### config.mk
export PLATFORM = sky130hd
export DESIGN_NAME = i2s_transmitter_flat
export DESIGN_NICKNAME = d
export VERILOG_FILES = /design/src/rtl/i2s_pkg.sv /design/src/rtl/i2s_if.sv /design/src/rtl/i2s_clk_div.sv /design/src/rtl/i2s_transmitter.sv /design/src/flat_wrapper.sv
export SDC_FILE = /design/constraint.sdc
export NUM_CORES = 1
export LEC_CHECK = 0
export ABC_AREA = 1
export CORE_MARGIN = 2
export CORE_UTILIZATION = 59
export CTS_CLUSTER_SIZE = 24
export DETAILED_ROUTE_END_ITERATION = 8
export PLACE_DENSITY = 0.86
export SLEW_MARGIN = 15
export SYNTH_ARGS = -nofsm -noshare
export SYNTH_HDL_FRONTEND = slang
export SYNTH_SLANG_ARGS = --single-unit
### constraint.sdc
create_clock -name clk -period 3.6 [get_ports clk]
set_input_delay 0.72 -clock clk [delete_from_list [all_inputs] [get_ports clk]]
set_output_delay 0.72 -clock clk [all_outputs]
set_load 0.005 [all_outputs]
### src/rtl/i2s_pkg.sv
// Shared I2S definitions: slot-state enum and default frame/clock constants.
package i2s_pkg;

    localparam int unsigned WIDTH_DEF     = 24;
    localparam int unsigned SLOT_BITS_DEF = 32;
    localparam int unsigned BCLK_DIV_DEF  = 4;
    localparam int unsigned UCNT_W        = 16;

    typedef enum logic {
        SLOT_LEFT  = 1'b0,
        SLOT_RIGHT = 1'b1
    } slot_e;

endpackage

### src/rtl/i2s_if.sv
// Sample-pair handshake between the audio source and the I2S transmitter.
interface i2s_if #(
    parameter int unsigned WIDTH = 24
);
    logic [WIDTH-1:0] sample_left;
    logic [WIDTH-1:0] sample_right;
    logic             sample_valid;
    logic             sample_ready;

    modport master (
        output sample_left,
        output sample_right,
        output sample_valid,
        input  sample_ready
    );

    modport slave (
        input  sample_left,
        input  sample_right,
        input  sample_valid,
        output sample_ready
    );
endinterface

### src/rtl/i2s_clk_div.sv
// Bit-clock divider: bclk toggles every BCLK_DIV clk cycles; fall_c marks the clk where bclk goes 1->0.
module i2s_clk_div
    import i2s_pkg::*;
#(
    parameter int unsigned BCLK_DIV = BCLK_DIV_DEF
) (
    input  logic clk,
    input  logic rstn,
    output logic bclk,
    output logic fall_c
);
    localparam int unsigned DIV_W = (BCLK_DIV > 1) ? $clog2(BCLK_DIV) : 1;
    localparam logic [DIV_W-1:0] DIV_LAST = DIV_W'(BCLK_DIV - 1);

    logic [DIV_W-1:0] div_q;
    logic             tick_c;

    assign tick_c = (div_q == DIV_LAST);
    assign fall_c = tick_c & bclk;

    always_ff @(posedge clk or negedge rstn) begin
        if (!rstn) begin
            div_q <= '0;
            bclk  <= 1'b0;
        end else if (tick_c) begin
            div_q <= '0;
            bclk  <= ~bclk;
        end else begin
            div_q <= div_q + DIV_W'(1);
        end
    end

endmodule

### src/rtl/i2s_transmitter.sv
// Philips I2S transmitter: one-entry holding register feeding per-channel shift registers.
// Optional feature macro: I2S_UNDERRUN_COUNT_EN enables the saturating underrun_count.
module i2s_transmitter
    import i2s_pkg::*;
#(
    parameter int unsigned WIDTH     = WIDTH_DEF,
    parameter int unsigned SLOT_BITS = SLOT_BITS_DEF,
    parameter int unsigned BCLK_DIV  = BCLK_DIV_DEF
) (
    input  logic              clk,
    input  logic              rstn,
    i2s_if.slave              sample,
    output logic              bclk,
    output logic              lrclk,
    output logic              sdata,
    output logic              underrun,
    output logic [UCNT_W-1:0] underrun_count
);
    localparam int unsigned CNT_W = $clog2(2 * SLOT_BITS);
    localparam logic [CNT_W-1:0] CNT_LAST = CNT_W'(2 * SLOT_BITS - 1);

    logic             fall_c;
    logic [CNT_W-1:0] bit_q, bit_d;
    slot_e            slot_q, slot_d;
    logic             frame_start_c;
    logic [CNT_W-1:0] pos_c;
    logic             shift_c;
    logic             accept_c;

    logic [WIDTH-1:0] hold_l, hold_r;
    logic [WIDTH-1:0] left_sh, right_sh;
    logic             ready_q;
    logic             sdata_q;
    logic             underrun_q;

    i2s_clk_div #(.BCLK_DIV(BCLK_DIV)) u_clk_div (
        .clk    (clk),
        .rstn   (rstn),
        .bclk   (bclk),
        .fall_c (fall_c)
    );

    assign accept_c            = sample.sample_valid & ready_q;
    assign sample.sample_ready = ready_q;
    assign lrclk               = (slot_q == SLOT_RIGHT);
    assign sdata               = sdata_q;
    assign underrun            = underrun_q;

    // Slot state and bit position; the counter starts at its last value so the first fall is a frame start
    always_ff @(posedge clk or negedge rstn) begin
        if (!rstn) begin
            bit_q  <= CNT_LAST;
            slot_q <= SLOT_LEFT;
        end else begin
            bit_q  <= bit_d;
            slot_q <= slot_d;
        end
    end

    always_comb begin
        bit_d         = bit_q;
        slot_d        = slot_q;
        frame_start_c = 1'b0;
        pos_c         = '0;
        shift_c       = 1'b0;
        if (fall_c) begin
            frame_start_c = (bit_q == CNT_LAST);
            bit_d         = frame_start_c ? '0 : bit_q + CNT_W'(1);
            slot_d        = (bit_d >= CNT_W'(SLOT_BITS)) ? SLOT_RIGHT : SLOT_LEFT;
            pos_c         = (slot_d == SLOT_RIGHT) ? bit_d - CNT_W'(SLOT_BITS) : bit_d;
            shift_c       = (pos_c != '0) && (pos_c <= CNT_W'(WIDTH));
        end
    end

    // Holding register and serializer; an empty holding at frame start sends silence
    always_ff @(posedge clk or negedge rstn) begin
        if (!rstn) begin
            hold_l     <= '0;
            hold_r     <= '0;
            left_sh    <= '0;
            right_sh   <= '0;
            ready_q    <= 1'b1;
            sdata_q    <= 1'b0;
            underrun_q <= 1'b0;
        end else begin
            underrun_q <= frame_start_c & ready_q;

            if (fall_c) begin
                if (frame_start_c) begin
                    left_sh  <= ready_q ? '0 : hold_l;
                    right_sh <= ready_q ? '0 : hold_r;
                    sdata_q  <= 1'b0;
                end else if (shift_c) begin
                    if (slot_d == SLOT_LEFT) begin
                        sdata_q <= left_sh[WIDTH-1];
                        left_sh <= left_sh << 1;
                    end else begin
                        sdata_q  <= right_sh[WIDTH-1];
                        right_sh <= right_sh << 1;
                    end
                end else begin
                    sdata_q <= 1'b0;
                end
            end

            // A pair arriving on an underrun frame start is kept for the following frame
            if (frame_start_c && !ready_q) begin
                ready_q <= 1'b1;
            end else if (accept_c) begin
                hold_l  <= sample.sample_left;
                hold_r  <= sample.sample_right;
                ready_q <= 1'b0;
            end
        end
    end

`ifdef I2S_UNDERRUN_COUNT_EN
    logic [UCNT_W-1:0] ucnt_q;

    always_ff @(posedge clk or negedge rstn) begin
        if (!rstn) begin
            ucnt_q <= '0;
        end else if (frame_start_c && ready_q && (ucnt_q != {UCNT_W{1'b1}})) begin
            ucnt_q <= ucnt_q + UCNT_W'(1);
        end
    end

    assign underrun_count = ucnt_q;
`else
    assign underrun_count = '0;
`endif

endmodule

### src/flat_wrapper.sv
// flat-port wrapper written by rule: the top's interface ports become plain ports
module i2s_transmitter_flat import i2s_pkg::*;
#(
    parameter int unsigned WIDTH     = WIDTH_DEF,
    parameter int unsigned SLOT_BITS = SLOT_BITS_DEF,
    parameter int unsigned BCLK_DIV  = BCLK_DIV_DEF
)
  (clk, rstn, bclk, lrclk, sdata, underrun, underrun_count, sample_sample_left, sample_sample_right, sample_sample_valid, sample_sample_ready);
  i2s_if #(.WIDTH(WIDTH)) sample_i ();
  input  logic clk;
  input  logic rstn;
  output logic bclk;
  output logic lrclk;
  output logic sdata;
  output logic underrun;
  output logic [UCNT_W-1:0] underrun_count;
  input wire logic [$bits(sample_i.sample_left)-1:0] sample_sample_left;
  input wire logic [$bits(sample_i.sample_right)-1:0] sample_sample_right;
  input wire logic [$bits(sample_i.sample_valid)-1:0] sample_sample_valid;
  output wire logic [$bits(sample_i.sample_ready)-1:0] sample_sample_ready;
  assign sample_i.sample_left = sample_sample_left;
  assign sample_i.sample_right = sample_sample_right;
  assign sample_i.sample_valid = sample_sample_valid;
  assign sample_sample_ready = sample_i.sample_ready;
  i2s_transmitter #(.WIDTH(WIDTH), .SLOT_BITS(SLOT_BITS), .BCLK_DIV(BCLK_DIV)) u_core (.clk(clk), .rstn(rstn), .sample(sample_i), .bclk(bclk), .lrclk(lrclk), .sdata(sdata), .underrun(underrun), .underrun_count(underrun_count));
endmodule
# ---- Word-level counts from Yosys, hierarchy flattened
# Index checks and enable logic that the tools add are counted.
dict set report word_totals {
  out_inout_bits 21
  latchBits 0
  ram_bits 0
  reg_bits 109
  wordCells 54
  mem_bits_ro 0
  n_memories 0
}
dict set report classes {
  n_mul 0
  n_bitwise 5
  order_cmp 2
  div 0
  shifts 0
  reduce_logical 10
  add_sub_neg 3
  muxes 20
  eq_ne 3
}
# op n
set ops {}
lappend ops {{$mux 24} 8}
lappend ops {{$mux 6} 2}
lappend ops {{$mux 1} 9}
lappend ops {{$add 6x1->6 const B} 1}
lappend ops {{$eq 6x6->1 const B} 1}
lappend ops {{$ge 6x6->1 const B} 1}
lappend ops {{$le 6x5->1 const B} 1}
lappend ops {{$reduce_and 3->1} 2}
lappend ops {{$reduce_bool 2->1} 3}
lappend ops {{$reduce_bool 6->1} 1}
lappend ops {{$sub 6x6->6 const B} 1}
lappend ops {{$and 1x1->1} 3}
lappend ops {{$add 2x1->2 const B} 1}
lappend ops {{$eq 2x2->1 const B} 1}
lappend ops {{$logic_and 1x1->1} 2}
lappend ops {{$mux 2} 1}
lappend ops {{$ne 2x2->1 const B} 1}
lappend ops {{$not 1->1} 2}
lappend ops {{$reduce_and 2->1} 1}
lappend ops {{$logic_not 1->1} 1}

# ---- Longest topological paths before layout
# Gate-level depths: netlist (run 1).
dict set report logic_depth {
  word_depth 10
  ltp_mapped 12
  mapped_depth_nobuf 11
}

# ---- Modules after synthesis
# From an unflattened synthesis (run 1), not the netlist that was laid out.
dict set report hier_totals {
  cells_unflattened 590
  hier_area_um2 5237.5
}
# module seq_area_each_um2 cells_per_inst instances area_per_inst_um2
set by_module_without_submodules {}
lappend by_module_without_submodules {i2s_transmitter 2661.3 578 1 5119.9}
lappend by_module_without_submodules {i2s_clk_div 75.1 12 1 117.6}

# ---- Worst setup path before layout (run 1)
# No wires, ideal clock.
dict set report synth_timing {
  path_type {flip-flop to flip-flop}
  startpoint {reg u_core.bit_q[0]}
  endpoint {reg u_core.right_sh[1]}
  path_slack_ns 1.757
  t_arrival_ns 1.726
  setup_time_ns 0.117
  path_stages_with_launch 11
  path_cell_list {dfstp_2 -> ha_1 -> nand3_2 -> nor2_2 -> nor2_1 -> o21ai_2 -> nand2_2 -> buf_6 -> buf_6 -> nand3_1 -> nand2_1}
}
dict set report synth_via {
  elab_chain_cells 10
  elab_cells_between_ends 17
}
# item line
set synth_lines {}
lappend synth_lines {{start: declaration} i2s_transmitter.sv:23} ;# logic [CNT_W-1:0] bit_q, bit_d;
lappend synth_lines {{start signal: assignment} i2s_transmitter.sv:55} ;# bit_q <= bit_d;
lappend synth_lines {{$add 6x1->6 / $eq 6x6->1 (equally long branches)} {i2s_transmitter.sv:68, i2s_transmitter.sv:67}}
lappend synth_lines {{$mux 6} i2s_transmitter.sv:68} ;# bit_d = frame_start_c ? '0 : bit_q + CNT_W'(1);
lappend synth_lines {{$ge 6x6->1} i2s_transmitter.sv:69} ;# slot_d = (bit_d >= CNT_W'(SLOT_BITS)) ? SLOT_RIGHT : SLOT_LEFT;
lappend synth_lines {{$mux 1} i2s_transmitter.sv:69}
lappend synth_lines {{$mux 6} i2s_transmitter.sv:70} ;# pos_c = (slot_d == SLOT_RIGHT) ? bit_d - CNT_W'(SLOT_BITS) : bit_d;
lappend synth_lines {{$le 6x5->1 / $reduce_bool 6->1 (equally long branches)} i2s_transmitter.sv:71} ;# shift_c = (pos_c != '0) && (pos_c <= CNT_W'(WIDTH));
lappend synth_lines {{$logic_and 1x1->1} i2s_transmitter.sv:71}
lappend synth_lines {{$mux 1} i2s_transmitter.sv:66} ;# if (fall_c) begin
lappend synth_lines {{$reduce_bool 2->1 (no source line)} n/a}
lappend synth_lines {{$reduce_and 3->1 (no source line)} n/a}
lappend synth_lines {{end signal: assignment} i2s_transmitter.sv:91} ;# right_sh <= ready_q ? '0 : hold_r;
lappend synth_lines {{end signal: assignment} i2s_transmitter.sv:99} ;# right_sh <= right_sh << 1;
lappend synth_lines {{end: declaration} i2s_transmitter.sv:31} ;# logic [WIDTH-1:0] left_sh, right_sh;
# Several ways; a longest one is shown, not always the timed one.
# A chain may end at the register's enable or synchronous reset.

# ---- Final worst setup path (run 1)
dict set report layout_timing {
  startpoint {reg u_core.bit_q[0]}
  endpoint {reg u_core.right_sh[22]}
}
# The elaborated chain is that of the path after synthesis.

==> impl_summary.log, run 1 <==
[metrics] worst slack at placement: 954.2 ps
[metrics] antenna-violating nets left: 0
[metrics] number of antenna cells inserted: 0
[metrics] last weighted congestion value of the routability-driven placer: about 0.86
[metrics] die outline area: around 0.0093 mm^2
[metrics] Power, Total: 2.492 mW
[metrics] Logic pwr share: 11.3%
[metrics] number of top-level pins: 72
[metrics] Worst Setup Start Kind: flop
[metrics] Register-to-Register Path Depth: 11
[metrics] setup repair after global routing missed its margin: no
[metrics] clock latency of the later-clocked register in the worst-skew pair: roughly 380 ps
[metrics] global-route wire length before repair: 17850 um
[metrics] Setup WS post-layout: 877.8 ps
[metrics] number of failing hold endpoints at the final stage: 0
[metrics] maximum VDD drop: between 0.0002 and 0.0003 V
[metrics] number of setup buffers added after CTS: 0
[metrics] number of instances in the synthesized netlist: 637
[metrics] synthesized cell area: 0.005061 mm^2
[metrics] number of buffers inserted during clock tree synthesis: 9
[metrics] Max transition margin: 39.98%
[metrics] Synth top area share: between 50% and 60%
[metrics] CTS H-tree lvls: 3
[metrics] fraction of final layout cells with drive strength greater than 1: 6.627%
[metrics] total of hold buffers inserted after clock tree synthesis: 0
[metrics] floorplan row count: 33
[metrics] run status: finished clean
[metrics] Synth async-reset ratio: 100.0%
[metrics] Clock Skews: approximately 14 ps
[metrics] initial antenna violation count: 0
[metrics] YS warnings: 0
[metrics] Cell Pwr Density: 437.1 mW/mm^2
[metrics] average wire per standard cell: 13.03 um
[metrics] switching component of the power: 0.6790 mW
[metrics] Area after DPL: 0.005510 mm^2
[metrics] routed vias: slightly above 4000
[metrics] register area: 0.002736 mm^2
[metrics] Required @ worst endpoint: 3920 ps
[metrics] DRC viols: 0
[metrics] core region area: 0.008258 mm^2
[metrics] TNS Setup: 0 ps
[metrics] sort of element at the end of the critical path: flop
[metrics] net total in the final layout: a little over 700
[metrics] Tot GR Track Use: between 20% and 30%
[metrics] part of the total power dissipated in sequential elements: 59.6%
[metrics] most instantiated library cell after synthesis: sky130_fd_sc_hd__nand2_1
[metrics] number of gates resized after CTS: 0
[metrics] Final Critical Period: 2722 ps
[metrics] final cycle utilization of the critical path: 75.62%
[metrics] post-route core utilization: 69.05%
[metrics] share of synthesized area occupied by flip-flops and latches: 54.07%
[metrics] largest cells by area after synthesis: sky130_fd_sc_hd__dfrtp_1 (50%), sky130_fd_sc_hd__nand2_1 (25%), sky130_fd_sc_hd__nand3_1 (5.0%)
[metrics] # fillers: 654
[metrics] Multi-input gate area: 0.001932 mm^2
[metrics] initial cell density of the core: 61.29%
[metrics] total count of max-transition violations in the final report: 0
[metrics] synthesis-to-layout area growth: 12.66%
[metrics] total internal power: 1.813 mW
[metrics] ratio of routed vias to standard cells: 5.231
[metrics] DR iter-0 viols: 192
[metrics] slew at the pin with the worst max-slew slack: 899.0 ps
[metrics] fmax: 367.3 MHz
[metrics] #FFs+latches synth: 109
[metrics] max-cap viol count: 0
[metrics] Reg clk slew, reported paths: 110 ps
[metrics] number of global-route vias before repair: about 4000
[metrics] largest fanout of any net on the critical path: 31
[metrics] Setup-failing EPs final: 0
[metrics] pin count of the biggest net entering global routing: 67
[metrics] detailed-routing iteration count for the pre-antenna-repair pass: 5
[metrics] height of the chip: 96.62 um
[metrics] Placed Cells: 768
[metrics] area of all placed cells without fillers: 0.005702 mm^2
[metrics] commonest register cell after synthesis: sky130_fd_sc_hd__dfrtp_1
[metrics] post-synth top area cell: sky130_fd_sc_hd__dfrtp_1
[metrics] routed wire length: 10220 um
[metrics] clock tree from TritonCTS: built
[metrics] aggregate global routing overflow: 0
[metrics] maximum buffer depth of the clock tree: 2
[metrics] Sinks on Clock Net: 109
[metrics] switching share of total power: 27.24%
[metrics] Leakage: 3.031 nW
[metrics] CTS root buf: sky130_fd_sc_hd__clkbuf_8
[metrics] Mean Syn Cell Area: 7.945 um^2
[metrics] Distinct cells, synth: 24
[metrics] data arrival time of the critical path: 3040 ps
[metrics] overall die width: 96.62 um
[metrics] worst hold slack: 351.2 ps
[metrics] share of power burned in the clock network: 29.1%
[metrics] category of the critical setup timing path: reg -> reg
[metrics] non-filler cells in the finished layout: 784
[metrics] estimated wirelength of the detail-placed design: 6570 um
[metrics] leading post-synthesis cells by instance count: sky130_fd_sc_hd__nand2_1 (331), sky130_fd_sc_hd__dfrtp_1 (102), sky130_fd_sc_hd__nand3_1 (51)
[metrics] EDFF count, synth: 0
[metrics] Hold Path Class: in -> async
[metrics] input/output buffers: 55
## power groups by stage
stage | Combinational (mW) | Clock, mW | Sequential, mW
4_1_cts | 0.289 | 0.733 | 1.48
2_1_floorplan | 0.176 | 0 | 1.48
3_3_place_gp | 0.273 | 0 | 1.50
5_1_grt | 0.330 | 0.791 | 1.50
6_report | 0.282 | 0.726 | 1.48
3_5_place_dp | 0.286 | 0 | 1.51
## path summary, 6_finish.rpt
kind | start | endpoint | slack, ps
max in group asynchronous | rstn | u_core.bit_q[5] | 2450
worst max-delay path | u_core.bit_q[0] | u_core.right_sh[22] | 880
worst min-delay path | rstn | u_core.hold_l[11] | 350
worst max register to register | u_core.bit_q[0] | u_core.right_sh[22] | 880
worst min register to register | u_core.u_clk_div.div_q[0] | u_core.u_clk_div.div_q[0] | 430
min in group clk | u_core.u_clk_div.div_q[0] | u_core.u_clk_div.div_q[0] | 430
## registers in the layout, summed over array words and instances, names as in the netlist
name                        flops
u_core.sample.sample_ready      1
u_core.right_sh                24
u_core.lrclk                    1
u_core.sdata                    1
u_core.hold_l                  24
u_core.underrun                 1
u_core.u_clk_div.div_q          2
u_core.u_clk_div.bclk           1
u_core.bit_q                    6
u_core.hold_r                  24
u_core.left_sh                 24
## cell type report
| class | instances | share of cell area [%] |
|---|---|---|
| clock buffer | 10 | 2.414 |
| timing repair buffer | 60 | 10.49 |
| tap | 105 | 2.304 |
| multi-input combinational | 464 | 33.88 |
| sequential | 109 | 47.99 |
| clock inverter | 6 | 0.9436 |
| inverter | 30 | 1.975 |
## worst max-delay path, cell delays in order, from the launching register on
cell and delay [ps]:
sky130_fd_sc_hd__dfstp_2 580, sky130_fd_sc_hd__ha_1 300, sky130_fd_sc_hd__nand3_2 120, sky130_fd_sc_hd__nor2_2 160
sky130_fd_sc_hd__nand2_2 260, sky130_fd_sc_hd__inv_2 130, sky130_fd_sc_hd__nand2_2 200, sky130_fd_sc_hd__inv_2 470
sky130_fd_sc_hd__nand2_1 160, sky130_fd_sc_hd__nand2_1 100, sky130_fd_sc_hd__nand3_1 90, sky130_fd_sc_hd__nand2_1 90
## cells by family after synthesis
family                     Yosys count  share of synthesized area [%]
and+or+nand+nor                    402                          31.99
DFF                                109                          54.07
buffers and inverters               79                          8.875
AOI/OAI and AO/OA                   43                          4.326
adders and majority gates            2                         0.4944
xor gates and xnor gates             1                         0.1731
other                                1                        0.07409
## layer usage
metal  track usage, %  part of all wire [%]  wire [um]  up-vias
met2            39.26                    49       5001      142
li1                 -                     -          -     2008
met3            4.697                   5.6        575       12
met1            29.68                    44       4532     1939
met4            6.501                   1.0        107        0
met5                0                     0          0        -
## placed cells by master (no fill, tap or decap)
master and instances:
sky130_fd_sc_hd__a21oi_1 3, sky130_fd_sc_hd__buf_12 1, sky130_fd_sc_hd__buf_4 5, sky130_fd_sc_hd__clkbuf_8 10, sky130_fd_sc_hd__clkdlybuf4s50_1 54, sky130_fd_sc_hd__clkinv_4 1
sky130_fd_sc_hd__clkinvlp_4 1, sky130_fd_sc_hd__conb_1 16, sky130_fd_sc_hd__dfrtp_1 102, sky130_fd_sc_hd__dfstp_2 7, sky130_fd_sc_hd__ha_1 2, sky130_fd_sc_hd__inv_1 25
sky130_fd_sc_hd__inv_2 5, sky130_fd_sc_hd__inv_6 3, sky130_fd_sc_hd__inv_8 1, sky130_fd_sc_hd__nand2_1 331, sky130_fd_sc_hd__nand2_2 5, sky130_fd_sc_hd__nand2_4 1
sky130_fd_sc_hd__nand3_1 51, sky130_fd_sc_hd__nand3_2 3, sky130_fd_sc_hd__nand4_1 2, sky130_fd_sc_hd__nor2_1 8, sky130_fd_sc_hd__nor2_2 1, sky130_fd_sc_hd__o21ai_0 37
sky130_fd_sc_hd__o21ai_1 2, sky130_fd_sc_hd__o21ai_2 1, sky130_fd_sc_hd__xnor2_1 1
No activity file was read; power rests on OpenSTA's default activity.
==> inputs of run 2 (changes only) <==
Settings changed: CORE_UTILIZATION 59 to 49, PLACE_DENSITY 0.86 to 0.77.
Clock period 3.6 ns to 2.5 ns, I/O delays scaled along.
==> impl_summary.log, run 2 (synthesis gave the netlist of run 1 again) <==
[metrics] run status: finished clean (unchanged)
[metrics] routed wire length: 10210 um (was 10220 um)
[metrics] most frequent cells in the layout: sky130_fd_sc_hd__nand2_1 (331), sky130_fd_sc_hd__dfrtp_1 (102), sky130_fd_sc_hd__clkdlybuf4s50_1 (54), sky130_fd_sc_hd__nand3_1 (51), sky130_fd_sc_hd__o21ai_0 (37) (unchanged)
[metrics] fmax: 465.7 MHz (was 367.3 MHz)
[metrics] Final Critical Period: 2147 ps (was 2722 ps)
[metrics] number of gates resized after CTS: 0 (unchanged)
[metrics] worst slack at placement: 385.0 ps (was 954.2 ps)
[metrics] number of global-route vias before repair: 3969 (was 4008)
[metrics] register area: 0.002736 mm^2 (unchanged)
[metrics] Max transition margin: 60.33% (was 39.98%)
[metrics] Sinks on Clock Net: 109 (unchanged)
[metrics] estimated wirelength of the detail-placed design: 6739 um (was 6570 um)
[metrics] Required @ worst endpoint: 2830 ps (was 3920 ps)
[metrics] Register-to-Register Path Depth: 11 (unchanged)
[metrics] Reg clk slew, reported paths: 100 ps (was 110 ps)
[metrics] height of the chip: 105.6 um (was 96.62 um)
[metrics] worst hold slack: 103.3 ps (was 351.2 ps)
[metrics] final cycle utilization of the critical path: 85.89% (was 75.62%)
[metrics] post-route core utilization: 56.84% (was 69.05%)
[metrics] area of all placed cells without fillers: 0.005789 mm^2 (was 0.005702 mm^2)
[metrics] average wire per standard cell: 12.39 um (was 13.03 um)
[metrics] Power, Total: 3.567 mW (was 2.492 mW)
[metrics] non-filler cells in the finished layout: 824 (was 784)
[metrics] Leakage: 3.067 nW (was 3.031 nW)
[metrics] TNS Setup: 0 ps (unchanged)
[metrics] initial antenna violation count: 0 (unchanged)
[metrics] pin count of the biggest net entering global routing: 49 (was 67)
[metrics] setup repair after global routing missed its margin: no (unchanged)
[metrics] die outline area: 0.01116 mm^2 (was 0.009335 mm^2)
[metrics] Tot GR Track Use: 19.78% (was 22.89%)
[metrics] Placed Cells: 808 (was 768)
[metrics] net total in the final layout: 736 (was 727)
[metrics] number of top-level pins: 72 (unchanged)
[metrics] # fillers: 921 (was 654)
[metrics] number of antenna cells inserted: 0 (unchanged)
[metrics] largest fanout of any net on the critical path: 31 (unchanged)
[metrics] number of buffers inserted during clock tree synthesis: 9 (unchanged)
[metrics] CTS H-tree lvls: 3 (unchanged)
[metrics] launching point of the worst reg2reg path: u_core.bit_q[0] (unchanged)
[metrics] global-route wire length before repair: 17960 um (was 17850 um)
[metrics] detailed-routing iteration count for the pre-antenna-repair pass: 4 (was 5)
[metrics] initial cell density of the core: 49.69% (was 61.29%)
[metrics] antenna-violating nets left: 0 (unchanged)
[metrics] Worst Setup Start Kind: flop (unchanged)
[metrics] RR Endpoint: u_core.right_sh[6] (was u_core.right_sh[22])
[metrics] max-cap viol count: 0 (unchanged)
[metrics] last weighted congestion value of the routability-driven placer: 0.8037 (was 0.8566)
[metrics] Clock Skews: 13.92 ps (was 14.43 ps)
[metrics] synthesis-to-layout area growth: 14.39% (was 12.66%)
[metrics] DRC viols: 0 (unchanged)
[metrics] core region area: 0.01018 mm^2 (was 0.008258 mm^2)
[metrics] Hold Path Class: in -> async (unchanged)
[metrics] slew at the pin with the worst max-slew slack: 595.0 ps (was 899.0 ps)
[metrics] data arrival time of the critical path: 2480 ps (was 3040 ps)
[metrics] Setup-failing EPs final: 0 (unchanged)
[metrics] maximum buffer depth of the clock tree: 2 (unchanged)
[metrics] number of setup buffers added after CTS: 0 (unchanged)
[metrics] CTS root buf: sky130_fd_sc_hd__clkbuf_8 (unchanged)
[metrics] most common library cell in the layout ignoring fill and taps: sky130_fd_sc_hd__nand2_1 (unchanged)
[metrics] reg2reg setup slack: 350 ps (was 880 ps)
[metrics] Cell Pwr Density: 616.2 mW/mm^2 (was 437.1 mW/mm^2)
[metrics] total of hold buffers inserted after clock tree synthesis: 0 (unchanged)
[metrics] Setup WS post-layout: 352.7 ps (was 877.8 ps)
[metrics] Multi-input gate area: 0.001932 mm^2 (unchanged)
[metrics] Area after DPL: 0.005604 mm^2 (was 0.005510 mm^2)
[metrics] category of the critical setup timing path: reg -> reg (unchanged)
[metrics] sort of element at the end of the critical path: flop (unchanged)
[metrics] clock latency of the later-clocked register in the worst-skew pair: 390 ps (was 380 ps)
[metrics] total count of max-transition violations in the final report: 0 (unchanged)
[metrics] input/output buffers: 55 (unchanged)
[metrics] maximum VDD drop: 0.0003372 V (was 0.0002645 V)
[metrics] fraction of final layout cells with drive strength greater than 1: 7.849% (was 6.627%)
[metrics] aggregate global routing overflow: 0 (unchanged)
[metrics] DR iter-0 viols: 250 (was 192)
[metrics] number of failing hold endpoints at the final stage: 0 (unchanged)
[metrics] floorplan row count: 37 (was 33)
[metrics] clock tree from TritonCTS: built (unchanged)
[metrics] overall die width: 105.6 um (was 96.62 um)
[metrics] routed vias: 4074 (was 4101)
[metrics] ratio of routed vias to standard cells: 4.944 (was 5.231)
run 2: layer usage:
metal	up-vias	global-route usage, %	wire (um)	part of all wire, %
li1	2025	-	-	-
met1	1931	25.27	4623	45
met2	101	33.27	4904	48
met3	17	3.958	460	4.5
met4	0	7.613	223	2.2
met5	-	0	0	0
run 2: cell type report:
class	count	share of cell area [%]
sequential	109	47.27
multi-input combinational	464	33.37
timing repair buffer	69	11.28
tap	136	2.939
clock buffer	10	2.377
inverter	30	1.945
clock inverter	6	0.8213
run 2: where the power goes:
| group | switching, mW | total [mW] | internal, mW |
|---|---|---|---|
| registers | 0.123 | 2.14 | 2.02 |
| logic | 0.229 | 0.415 | 0.186 |
| clock network | 0.615 | 1.01 | 0.397 |
run 2: how the worst max path moves through the flow:
stage                    start                   to  slack (ps)  depth (start not counted)
3_5_place_dp   u_core.bit_q[0]   u_core.right_sh[1]         390                         11
3_3_place_gp   u_core.bit_q[0]   u_core.right_sh[1]         430                         11
2_1_floorplan  u_core.bit_q[0]   u_core.right_sh[1]         660                         10
6_report       u_core.bit_q[0]   u_core.right_sh[6]         350                         11
5_1_grt        u_core.bit_q[0]  u_core.right_sh[13]         120                          9
4_1_cts        u_core.bit_q[0]   u_core.right_sh[1]         350                         11
run 2: critical path: stages (launching register included):
cell	delay [ps]
sky130_fd_sc_hd__dfstp_2	580
sky130_fd_sc_hd__ha_1	250
sky130_fd_sc_hd__nand3_2	110
sky130_fd_sc_hd__nor2_2	150
sky130_fd_sc_hd__nand2_2	120
sky130_fd_sc_hd__inv_2	70
sky130_fd_sc_hd__nand2_2	50
sky130_fd_sc_hd__inv_2	380
sky130_fd_sc_hd__nand2_1	130
sky130_fd_sc_hd__nand2_1	80
sky130_fd_sc_hd__nand3_1	80
sky130_fd_sc_hd__nand2_1	80
